## config.mk

```make
export PLATFORM = sky130hd
export DESIGN_NAME = mem_stage_ctrl
export DESIGN_NICKNAME = d
export VERILOG_FILES = /design/src/rtl/mem_stage_ctrl.sv
export SDC_FILE = /design/constraint.sdc
export NUM_CORES = 1
export LEC_CHECK = 0
export CAP_MARGIN = 5
export CORE_AREA = 2 2 99 101
export CTS_CLUSTER_DIAMETER = 50
export CTS_CLUSTER_SIZE = 14
export DETAILED_ROUTE_END_ITERATION = 10
export DIE_AREA = 0 0 101 103
export GPL_TIMING_DRIVEN = 0
export PLACE_DENSITY = 0.9
export SYNTH_ARGS = -nofsm -noshare
export SYNTH_HDL_FRONTEND = slang
export SYNTH_SLANG_ARGS = --single-unit
```

## constraint.sdc

```tcl
create_clock -name clk -period 6.7 [get_ports clk]
set_clock_uncertainty 0.05 [all_clocks]
set_input_delay 0.67 -clock clk [delete_from_list [all_inputs] [get_ports clk]]
set_output_delay 0.67 -clock clk [all_outputs]
set_load 0.1 [all_outputs]
```

## src/rtl/mem_stage_ctrl.sv

```systemverilog
// Memory-stage request controller: launches one pipeline load/store into mem_system,
// stalls the pipeline until Done (or watchdog abort). Optional macro: MEM_STAGE_ALIGN_CHK_EN.
module mem_stage_ctrl #(
    parameter int unsigned TIMEOUT = 64
) (
    input  logic        clk,
    input  logic        rst,
    input  logic        req_rd,
    input  logic        req_wr,
    input  logic [15:0] req_addr,
    input  logic [15:0] req_wdata,
    input  logic        dump_req,
    output logic        pipe_stall,
    output logic        rsp_valid,
    output logic [15:0] rsp_rdata,
    output logic        err,
    output logic [15:0] acc_cnt,
    output logic [15:0] hit_cnt,
    output logic [15:0] mem_Addr,
    output logic [15:0] mem_DataIn,
    output logic        mem_Rd,
    output logic        mem_Wr,
    output logic        mem_createdump,
    input  logic [15:0] mem_DataOut,
    input  logic        mem_Done,
    input  logic        mem_Stall,
    input  logic        mem_CacheHit,
    input  logic        mem_err
);

    typedef enum logic [1:0] {IDLE, ISSUE, WAIT, RESP} state_e;

    localparam logic [15:0] TIMEOUT_W = 16'(TIMEOUT);

    state_e      state_q, state_d;
    logic [15:0] addr_q, addr_d;
    logic [15:0] wdata_q, wdata_d;
    logic        is_rd_q, is_rd_d;
    logic [15:0] wdog_q, wdog_d;
    logic [15:0] rdata_q, rdata_d;
    logic        err_q, err_d;
    logic [15:0] acc_q, acc_d;
    logic [15:0] hit_q, hit_d;

    logic req_any;
    logic misalign;
    logic illegal;
    logic in_access;
    logic done_now;

    // Completion is defined by mem_Done alone; the cache's own stall is not needed.
    logic unused_mem_stall;
    assign unused_mem_stall = mem_Stall;

`ifdef MEM_STAGE_ALIGN_CHK_EN
    assign misalign = req_addr[0];
`else
    assign misalign = 1'b0;
`endif

    assign req_any   = req_rd | req_wr;
    assign illegal   = (req_rd & req_wr) | misalign;
    assign in_access = (state_q == ISSUE) || (state_q == WAIT);
    assign done_now  = in_access & mem_Done;

    always_comb begin
        state_d = state_q;
        addr_d  = addr_q;
        wdata_d = wdata_q;
        is_rd_d = is_rd_q;
        wdog_d  = wdog_q;
        rdata_d = rdata_q;
        err_d   = err_q;
        acc_d   = acc_q;
        hit_d   = hit_q;

        case (state_q)
            IDLE: begin
                if (req_any) begin
                    if (illegal) begin
                        err_d   = 1'b1;
                        state_d = RESP;
                    end else begin
                        addr_d  = req_addr;
                        wdata_d = req_wdata;
                        is_rd_d = req_rd;
                        state_d = ISSUE;
                    end
                end
            end
            ISSUE: begin
                wdog_d  = 16'd0;
                state_d = mem_Done ? RESP : WAIT;
            end
            WAIT: begin
                if (mem_Done) begin
                    state_d = RESP;
                end else begin
                    wdog_d = wdog_q + 16'd1;
                    if (wdog_d == TIMEOUT_W) begin
                        err_d   = 1'b1;
                        state_d = RESP;
                    end
                end
            end
            default: state_d = IDLE;
        endcase

        if (in_access && mem_err) begin
            err_d = 1'b1;
        end

        if (done_now) begin
            if (is_rd_q) begin
                rdata_d = mem_DataOut;
            end
            acc_d = acc_q + 16'd1;
            if (mem_CacheHit) begin
                hit_d = hit_q + 16'd1;
            end
        end
    end

    always_ff @(posedge clk or posedge rst) begin
        if (rst) begin
            state_q <= IDLE;
            addr_q  <= 16'd0;
            wdata_q <= 16'd0;
            is_rd_q <= 1'b0;
            wdog_q  <= 16'd0;
            rdata_q <= 16'd0;
            err_q   <= 1'b0;
            acc_q   <= 16'd0;
            hit_q   <= 16'd0;
        end else begin
            state_q <= state_d;
            addr_q  <= addr_d;
            wdata_q <= wdata_d;
            is_rd_q <= is_rd_d;
            wdog_q  <= wdog_d;
            rdata_q <= rdata_d;
            err_q   <= err_d;
            acc_q   <= acc_d;
            hit_q   <= hit_d;
        end
    end

    // Stall is combinational on the request so the pipeline freezes in the accept cycle.
    assign pipe_stall     = ~rst & (((state_q == IDLE) & req_any) | in_access);
    assign rsp_valid      = (state_q == RESP);
    assign rsp_rdata      = rdata_q;
    assign err            = err_q;
    assign acc_cnt        = acc_q;
    assign hit_cnt        = hit_q;
    assign mem_Addr       = addr_q;
    assign mem_DataIn     = wdata_q;
    assign mem_Rd         = (state_q == ISSUE) & is_rd_q;
    assign mem_Wr         = (state_q == ISSUE) & ~is_rd_q;
    assign mem_createdump = dump_req;

endmodule

```

# [Word-level counts from Yosys, hierarchy flattened]
# Index checks and enable logic that the tools add are counted.
[word_totals] ff_bits=100 out_inout_bits=86
[classes] addsub=3 n_eq_ne=11 muxes=14 bitwise=11 reduce_logical=11
[ops] op="$add A16 B1 Y16 const B" count=3
[ops] op="$pmux W16 S2" count=1
[ops] op="$eq A16 B7 Y1 const B" count=1
[ops] op="$mux W16" count=1
[ops] op="$mux W2" count=4
[ops] op="$reduce_and A2 Y1" count=4
[ops] op="$and A1 B1 Y1" count=6
[ops] op="$mux W1" count=6
[ops] op="$ne A3 B2 Y1 const B" count=2
[ops] op="$ne A3 B3 Y1 const B" count=2
[ops] op="$pmux W2 S3" count=1
[ops] op="$reduce_and A5 Y1" count=1
[ops] op="$eq A2 B2 Y1 const B" count=2
[ops] op="$ne A2 B2 Y1 const B" count=2
[ops] op="$ne A3 B1 Y1 const B" count=1
[ops] op="$not A1 Y1" count=3
[ops] op="$reduce_and A3 Y1" count=1
[ops] op="$reduce_bool A3 Y1" count=1
[ops] op="$eq A2 B1 Y1 const B" count=1
[ops] op="$logic_not A2 Y1" count=1
[ops] op="$or A1 B1 Y1" count=2
[ops] op="$pmux W1 S2" count=1
[ops] op="$reduce_bool A2 Y1" count=1
[ops] op="$logic_and A1 B1 Y1" count=1
[ops] op="$logic_or A1 B1 Y1" count=1

# [Longest topological paths before layout]
# Gate-level depths: netlist (run 1).
[depth] depth_word=6 depth_mapped=9 depth_no_buf=8

# [Worst setup path after synthesis (run 1)]
# OpenSTA, ideal clock, no wires.
[synth_path] path_type="input to output" from="in req_rd" to="out pipe_stall" arrival_time_ps=2281 setup_slack_ps=3699 stages=5 path_buffers=0 cell_sequence="inv_1 ha_1 inv_1 a21oi_1 nor2_1"
[synth_via] elab_chain_len=4
[synth_lines] item="start: declaration" line_no="8" source="input logic req_rd,"
[synth_lines] item="$or A1 B1 Y1" line_no="61" source="assign req_any = req_rd | req_wr;"
[synth_lines] item="$and A1 B1 Y1" line_no="149" source="assign pipe_stall = ~rst & (((state_q == IDLE) & req_any) | in_access);"
[synth_lines] item="$or A1 B1 Y1" line_no="149"
[synth_lines] item="$and A1 B1 Y1" line_no="149"
[synth_lines] item="end: declaration" line_no="13" source="output logic pipe_stall,"
# No other way between the ends.

# [Final worst setup path (run 1)]
# Same ends and word-level chain as after synthesis.

==> results of run 1 <==
cell usage after synthesis, types with 2 or more instances:
cell type and instances:
a211o_1 2, a21oi_1 7, a21oi_2 2, a22o_1 2, and2_1 3, and3_1 6
buf_2 3, buf_4 4, clkbuf_1 9, dfrtp_1 100, ha_1 10, inv_1 13
mux2_1 10, mux2_2 40, mux2i_1 3, nand2_1 36, nand3_1 10, nand4_1 12
nand4_2 2, nor2_1 24, nor3_1 2, nor4_1 3, o211ai_1 2, o21ai_0 19
o22ai_1 2, o31ai_1 3, or2_2 3, xnor2_1 26, xor2_1 8
state kept, by name, indices dropped and copies added (netlist names):
signal      count
state_q         2
acc_cnt        16
wdog_q         16
mem_Addr       16
mem_DataIn     16
hit_cnt        16
is_rd_q         1
err             1
rsp_rdata      16
final cells by class:
class,count,area (µm²),share of cell area [%]
sequential,100,2502,39.31
multi-input combinational,259,1946,30.56
timing repair buffer,141,1429,22.44
tap,114,142.6,2.241
clock buffer,9,123.9,1.946
clock inverter,5,87.58,1.376
buffer,17,83.83,1.317
inverter,13,51.30,0.8058
through the flow:
stage	hold slack (ns)	instances	instance area, µm²
final	0.4412	658	6366
after global routing	0.4773	658	6366
after CTS	0.4505	658	6366
after detailed placement	0.4326	644	6155
after global placement	0.4111	643	6125
after floorplan	0.4344	389	4581
cell usage in the layout (no fill, tap or decap), types with 2 or more instances in the layout:
cell             count
clkbuf_1             9
ha_1                10
or2_2                3
buf_2                3
a21oi_2              2
o21ai_0             19
nor3_1               2
xnor2_1             26
buf_4                4
mux2_2              40
and2_1               3
o22ai_1              2
a22o_1               2
nand3_1             10
xor2_1               8
a21oi_1              7
inv_1               12
bufinv_16            2
nand4_2              2
nand2_1             36
dfrtp_1            100
nand4_1             12
and3_1               6
a211o_1              2
mux2i_1              3
clkdlybuf4s50_1    140
o211ai_1             2
clkbuf_8             9
nor2_1              24
nor4_1               3
mux2_1              10
o31ai_1              3
routing by layer:
metal  track usage, %  up-vias  share of wire [%]
met1            25.78     1760                 39
met5                0        -                  0
met3            7.119       20                6.6
met2            35.28      114                 53
li1                 -     1660                  -
met4            5.925        0                1.4
cell families (layout without fill, tap and decap cells):
logic type | count (synthesis) | count (layout)
DFF | 100 | 100
muxes | 53 | 53
xor gates and xnor gates | 34 | 34
and+or+nand+nor | 111 | 111
AOI/OAI and AO/OA | 51 | 51
buffers and inverters | 30 | 185
adders and majority gates | 10 | 10
worst max-delay path by stage:
stage            from                      end  cells past startpoint
6_report       req_rd               pipe_stall                      7
3_5_place_dp   req_rd               pipe_stall                      7
4_1_cts        req_rd               pipe_stall                      7
3_3_place_gp      rst  acc_cnt[10]$_DFFE_PP0P_                      2
2_1_floorplan     rst   acc_cnt[0]$_DFFE_PP0P_                      1
5_1_grt        req_rd               pipe_stall                      7
worst max-delay path, delay by kind of cell:
kind / cells / cell delay (ns)
AO/OA/AOI/OAI: 1 / 0.08
adder cells (fa/ha/maj): 1 / 0.22
buffers and inverters: 4 / 1.79
AND/OR/NAND/NOR: 1 / 0.10
==> summary.txt, run 1 <==
Run status
  – Status: complete, no violations

Layout
  – Layout cells sized above 1: 14.52%
  – Finished Core Util: 67.30%
  – Ant diodes: 0
  – Final-stage net count: 608
  – Synth-to-layout area growth: 38.98%
  – Fillers: 695

Global route
  – Vias in the first global route: 3615
  – Global-route wire length before repair: 17.15 mm
  – All-Layer GR Usage: 20.90%
  – Remaining Overflow, GRT: 0
  – Largest net degree at the start of global routing: 58
  – Initial antenna violation count: 0

Yosys
  – Post-synthesis mux area share: 12.95%
  – Async SR Flop Fraction: 100.0%
  – Post-synthesis sequential area ratio: 54.63%
  – Number of flops mapped to enable cells by yosys: 0
  – Synth warnings: 0
  – Post-Syn Area per Cell: 11.78 µm²
  – Adder-cell area share of the yosys netlist: 2.731%
  – Simple-Gate Fraction of Synth Area: 12.92%
  – Mapped Area: 0.004581 mm²
  – Synth Area in XOR/XNOR: 6.501%
  – Main combinational cell family by area after synthesis: multiplexers
  – Distinct cells, synth: 52
  – Top FF cell, synth: dfrtp_1
  – Synth top area share: 54.63%
  – Syn_nets: 456
  – Yosys reg bits: 100
  – Ranking of synthesized cells by area: dfrtp_1 55%, mux2_2 9.8%, xnor2_1 5.0%, nand2_1 3.0%, ha_1 2.7%
  – Post-synthesis compound-gate area fraction: 7.375%
  – Syn Inst Count: 389
  – Synth area leader: dfrtp_1

Floorplan
  – Die area: 0.01040 mm²
  – Die span in x: 101 µm
  – # IOs: 143
  – Site row count: 36
  – Die Y-Extent: 103 µm
  – Area of the core: 0.009459 mm²
  – Starting Density: 48.43%

STA
  – Tcrit/Tclk final: 53.62%
  – Final WS setup: 3.107 ns
  – Final Max Slew Viols: 0
  – Final Setup Violations: 0
  – Achievable Freq: 278.3 MHz
  – Tmin final: 3.593 ns
  – Hold Vio Cnt, Final: 0
  – Worst slew margin: 32.68%
  – Setup TNS: 0 ns
  – RSZ-0062 raised after global routing: false
  – Worst-Margin Slew: 1.007 ns

Worst hold path
  – Min-Delay Path Class: reg -> reg
  – Hold Path Origin: acc_cnt[15]$_DFFE_PP0P_
  – Worst Hold End: acc_cnt[15]$_DFFE_PP0P_
  – Hold path depth: 1

Placed design
  – Post-Place Setup Slack: 3.140 ns
  – GP Congestion: 0.8299
  – I/O Buffers: 140
  – DP Wirelength: 7.872 mm

Clocking
  – Clock Tree Buf Depth: 2
  – Num CTS Buffers: 9
  – CTS sink count: 100
  – CTS resizes: 0
  – Skew-Pair Late Insertion Delay: 0.37 ns
  – Clock slew at reported path FFs: 0.10 ns
  – H-tree Lvls: 3
  – Post-CTS Setup Repair Bufs: 0
  – Clk root buf: clkbuf_8
  – CTS tree: yes
  – Hold_buf cts: 0

Routing
  – DRT iter0 DRCs: 236
  – Vias per Instance: 5.401
  – WL final: 10.73 mm
  – Routed vias: 3554
  – Detail Route Antenna Nets: 0
  – Post-DR wirelength/cell: 16.31 µm
  – Drt pass-1 iters: 4
  – Number of remaining DRC errors: 0

Critical path
  – Crit path max fanout: 3
  – Startpoint Class: input pin
  – WS Path Type: in -> out
  – CP Data Required Time: 5.98 ns
  – Critical R2R Launch: wdog_q[0]$_DFFE_PP0P_
  – CP Capture Type: output pin
  – Slowest-stage cell, CP: clkdlybuf4s50_1
  – Crit path arrival time: 2.87 ns
  – Max incr delay on CP: 1.13 ns
  – R2R depth: 7
  – Worst r2r dst: state_q[1]$_DFFE_PP0P_
  – CP cell instances: clkdlybuf4s50_1, inv_1, ha_1, inv_1, a21oi_1, nor2_1, clkdlybuf4s50_1
  – Worst R2R Setup Slack: 4.32 ns

Run
  – Max cap viols: 0
Power of run 1 is not shown: default switching activity piles up to over one toggle a cycle in this logic, so the estimate is an artifact.
==> inputs of run 2 (changes only) <==
--- a/config.mk
+++ b/config.mk
@@ -6,13 +6,13 @@
 export NUM_CORES = 1
 export LEC_CHECK = 0
 export CAP_MARGIN = 5
-export CORE_AREA = 2 2 99 101
+export CORE_AREA = 2 2 108 110
 export CTS_CLUSTER_DIAMETER = 50
 export CTS_CLUSTER_SIZE = 14
 export DETAILED_ROUTE_END_ITERATION = 10
-export DIE_AREA = 0 0 101 103
+export DIE_AREA = 0 0 110 112
 export GPL_TIMING_DRIVEN = 0
-export PLACE_DENSITY = 0.9
+export PLACE_DENSITY = 0.81
 export SYNTH_ARGS = -nofsm -noshare
 export SYNTH_HDL_FRONTEND = slang
 export SYNTH_SLANG_ARGS = --single-unit
==> constraint.sdc (replaced) <==
create_clock -name clk -period 3.15 [get_ports clk]
set_clock_uncertainty 0.05 [all_clocks]
set_input_delay 0.315 -clock clk [delete_from_list [all_inputs] [get_ports clk]]
set_output_delay 0.315 -clock clk [all_outputs]
set_load 0.1 [all_outputs]
==> run 2 against run 1 <==
Net effect: routed wire length decreased by 1.3%; count of clock-buffer cells in the layout increased by 3; die area increased by 18%; non-clock buffer count unchanged; sequential share of layout area decreased by 0.58 points; flip-flop and latch count unchanged; global-route usage decreased by 2.6 points; worst hold slack got worse by 0.092 ns; critical path depth decreased by 2; critical endpoint is now mem_Wr.
==> summary.txt, run 2 (synthesized netlist as in run 1, its figures left out) <==
Placed design
  – Placed Area: 0.006191 mm² (+0.59%)
  – GP Congestion: 0.8686 (+4.7%)
  – Post-placement cell count: 673 (+4.5%)
  – Post-Place Setup Slack: 0.3176 ns (-2.823 ns)
  – I/O Buffers: 140 (unchanged)
  – DP Wirelength: 7.668 mm (-2.6%)

STA
  – Tcrit/Tclk final: 88.21%
  – Hold Vio Cnt, Final: 0 (unchanged)
  – Achievable Freq: 359.9 MHz
  – RSZ-0062 raised after global routing: false
  – Final WS setup: 0.3713 ns (-2.736 ns)
  – Tmin final: 2.779 ns
  – Final Setup Violations: 0 (unchanged)
  – Setup TNS: 0 ns (unchanged)
  – Final Max Slew Viols: 0 (unchanged)
  – Worst slew margin: 29.71% (-3.0 points)
  – Worst-Margin Slew: 1.051 ns (+0.04442 ns)

Critical path
  – Max incr delay on CP: 1.18 ns (+0.05 ns)
  – CP Capture Type: output pin
  – Critical R2R Launch: wdog_q[0]$_DFFE_PP0P_
  – Crit path arrival time: 2.41 ns (-0.46 ns)
  – Worst r2r dst: state_q[1]$_DFFE_PP0P_
  – Most numerous cell on the critical path: inv_1
  – Slowest-stage cell, CP: clkdlybuf4s50_1
  – Startpoint Class: flip-flop
  – CP Data Required Time: 2.78 ns (-3.20 ns)
  – Worst R2R Setup Slack: 0.78 ns (-3.54 ns)
  – WS Path Type: reg -> out
  – R2R depth: 7 (unchanged)
  – CP cell instances: inv_1, ha_1, inv_1, nor2_1, clkdlybuf4s50_1
  – Critical path startpoint: state_q[1]$_DFFE_PP0P_
  – Crit path max fanout: 4 (+1)

Layout
  – Most frequent cells in the layout: 139 x clkdlybuf4s50_1, 100 x dfrtp_1, 40 x mux2_2
  – Multi-input combinational cell area: 0.001946 mm² (unchanged)
  – Layout cells sized above 1: 14.31% (-0.21 points)
  – Ant diodes: 0 (unchanged)
  – Register area: 0.002502 mm² (unchanged)
  – Synth-to-layout area growth: 41.05%
  – Non-Filler Instances: 688 (+4.6%)
  – Final-stage net count: 608 (unchanged)
  – Finished layout cell area: 0.006461 mm² (+1.5%)
  – Commonest non-fill, non-tap cell in the layout: clkdlybuf4s50_1
  – Fillers: 920 (+32%)

Routing
  – Number of remaining DRC errors: 0 (unchanged)
  – Routed vias: 3528 (-0.73%)
  – DRT iter0 DRCs: 149 (-37%)
  – Detail Route Antenna Nets: 0 (unchanged)
  – Drt pass-1 iters: 4 (unchanged)
  – WL final: 10.60 mm (-1.3%)
  – Vias per Instance: 5.128 (-5.1%)
  – Post-DR wirelength/cell: 15.40 µm (-5.6%)

Floorplan
  – Die area: 0.01232 mm² (+18%)
  – Die Y-Extent: 112 µm (+8.7%)
  – Starting Density: 40.99% (-7.4 points)
  – Die span in x: 110 µm (+8.9%)
  – Site row count: 39 (+8.3%)
  – Area of the core: 0.01117 mm² (+18%)
  – # IOs: 143 (unchanged)

Global route
  – Largest net degree at the start of global routing: 61 (+5.2%)
  – Vias in the first global route: 3581 (-0.94%)
  – Initial antenna violation count: 0 (unchanged)
  – Global-route wire length before repair: 17.82 mm (+3.9%)
  – All-Layer GR Usage: 18.31% (-2.6 points)
  – Remaining Overflow, GRT: 0 (unchanged)

Clocking
  – Clk root buf: clkbuf_16
  – Clock slew at reported path FFs: 0.06 ns (-0.04 ns)
  – CTS tree: yes
  – Post-CTS Setup Repair Bufs: 0 (unchanged)
  – Num CTS Buffers: 9 (unchanged)
  – H-tree Lvls: 3 (unchanged)
  – Clock Tree Buf Depth: 2 (unchanged)
  – CTS sink count: 100 (unchanged)
  – Skew-Pair Late Insertion Delay: 0.34 ns (-0.03 ns)

Worst hold path
  – Min-Delay Path Class: in -> async

Run status
  – Status: complete, no violations

Run
  – Max cap viols: 0 (unchanged)
[run 2: changes by cell type in the layout (fill, tap and decap cells not counted)]
cell and delta:
dlymetal6s2s_1 +1, clkinv_4 -1, bufinv_16 -2, clkbuf_8 -8, inv_8 -1, inv_6 +1
clkinv_2 +1, clkdlybuf4s50_1 -1, clkbuf_1 +2, clkbuf_16 +9
[run 2: through the flow]
stage / util, % / hold WS, ns
after floorplan: - / 0.3967
after global placement: 55.13 / 0.4120
after detailed placement: 55.40 / 0.4162
after CTS: 57.80 / 0.3538
after global routing: 57.82 / 0.4178
final: 57.82 / 0.3488
[run 2: worst max path at each step]
| stage | end | slack, ns | depth (start not counted) |
|---|---|---|---|
| final | mem_Wr | 0.37 | 5 |
| after global routing | mem_Wr | 0.21 | 5 |
| after CTS | pipe_stall | 0.12 | 6 |
| after detailed placement | pipe_stall | 0.32 | 7 |
| after global placement | acc_cnt[15]$_DFFE_PP0P_ | -1.31 | 2 |
| after floorplan | acc_cnt[0]$_DFFE_PP0P_ | 0.17 | 1 |
[run 2: layout make-up]
cell class,instances,area share (%)
Buffer,17,1.297
Timing Repair Buffer,141,22.15
Inverter,13,0.7940
Tap cell,143,2.769
Multi-Input combinational cell,259,30.11
Sequential cell,100,38.73
Clock buffer,12,3.815
Clock inverter,3,0.3292
[run 2: critical path, delay by kind of cell, from the launching register on]
kind | cells | cell delay, ns
flops | 1 | 0.41
fa+ha+maj | 1 | 0.21
simple gates | 1 | 0.12
buf+inv | 3 | 1.34
[run 2: metal layers]
layer / vias to the layer above / routed length [µm] / global-route usage (%)
li1: 1664 / - / -
met1: 1716 / 4368 / 23.48
met2: 127 / 5258 / 29.37
met3: 21 / 767 / 5.738
met4: 0 / 201 / 5.823
met5: - / 0 / 0
[run 2: what timing repair did]
action	CTS	global route
hold buffers	0	0
hold endpoints to repair	0	0
resized for setup	0	1
endpoints found under the setup margin	0	1
Power of run 2 is left out for the same reason.
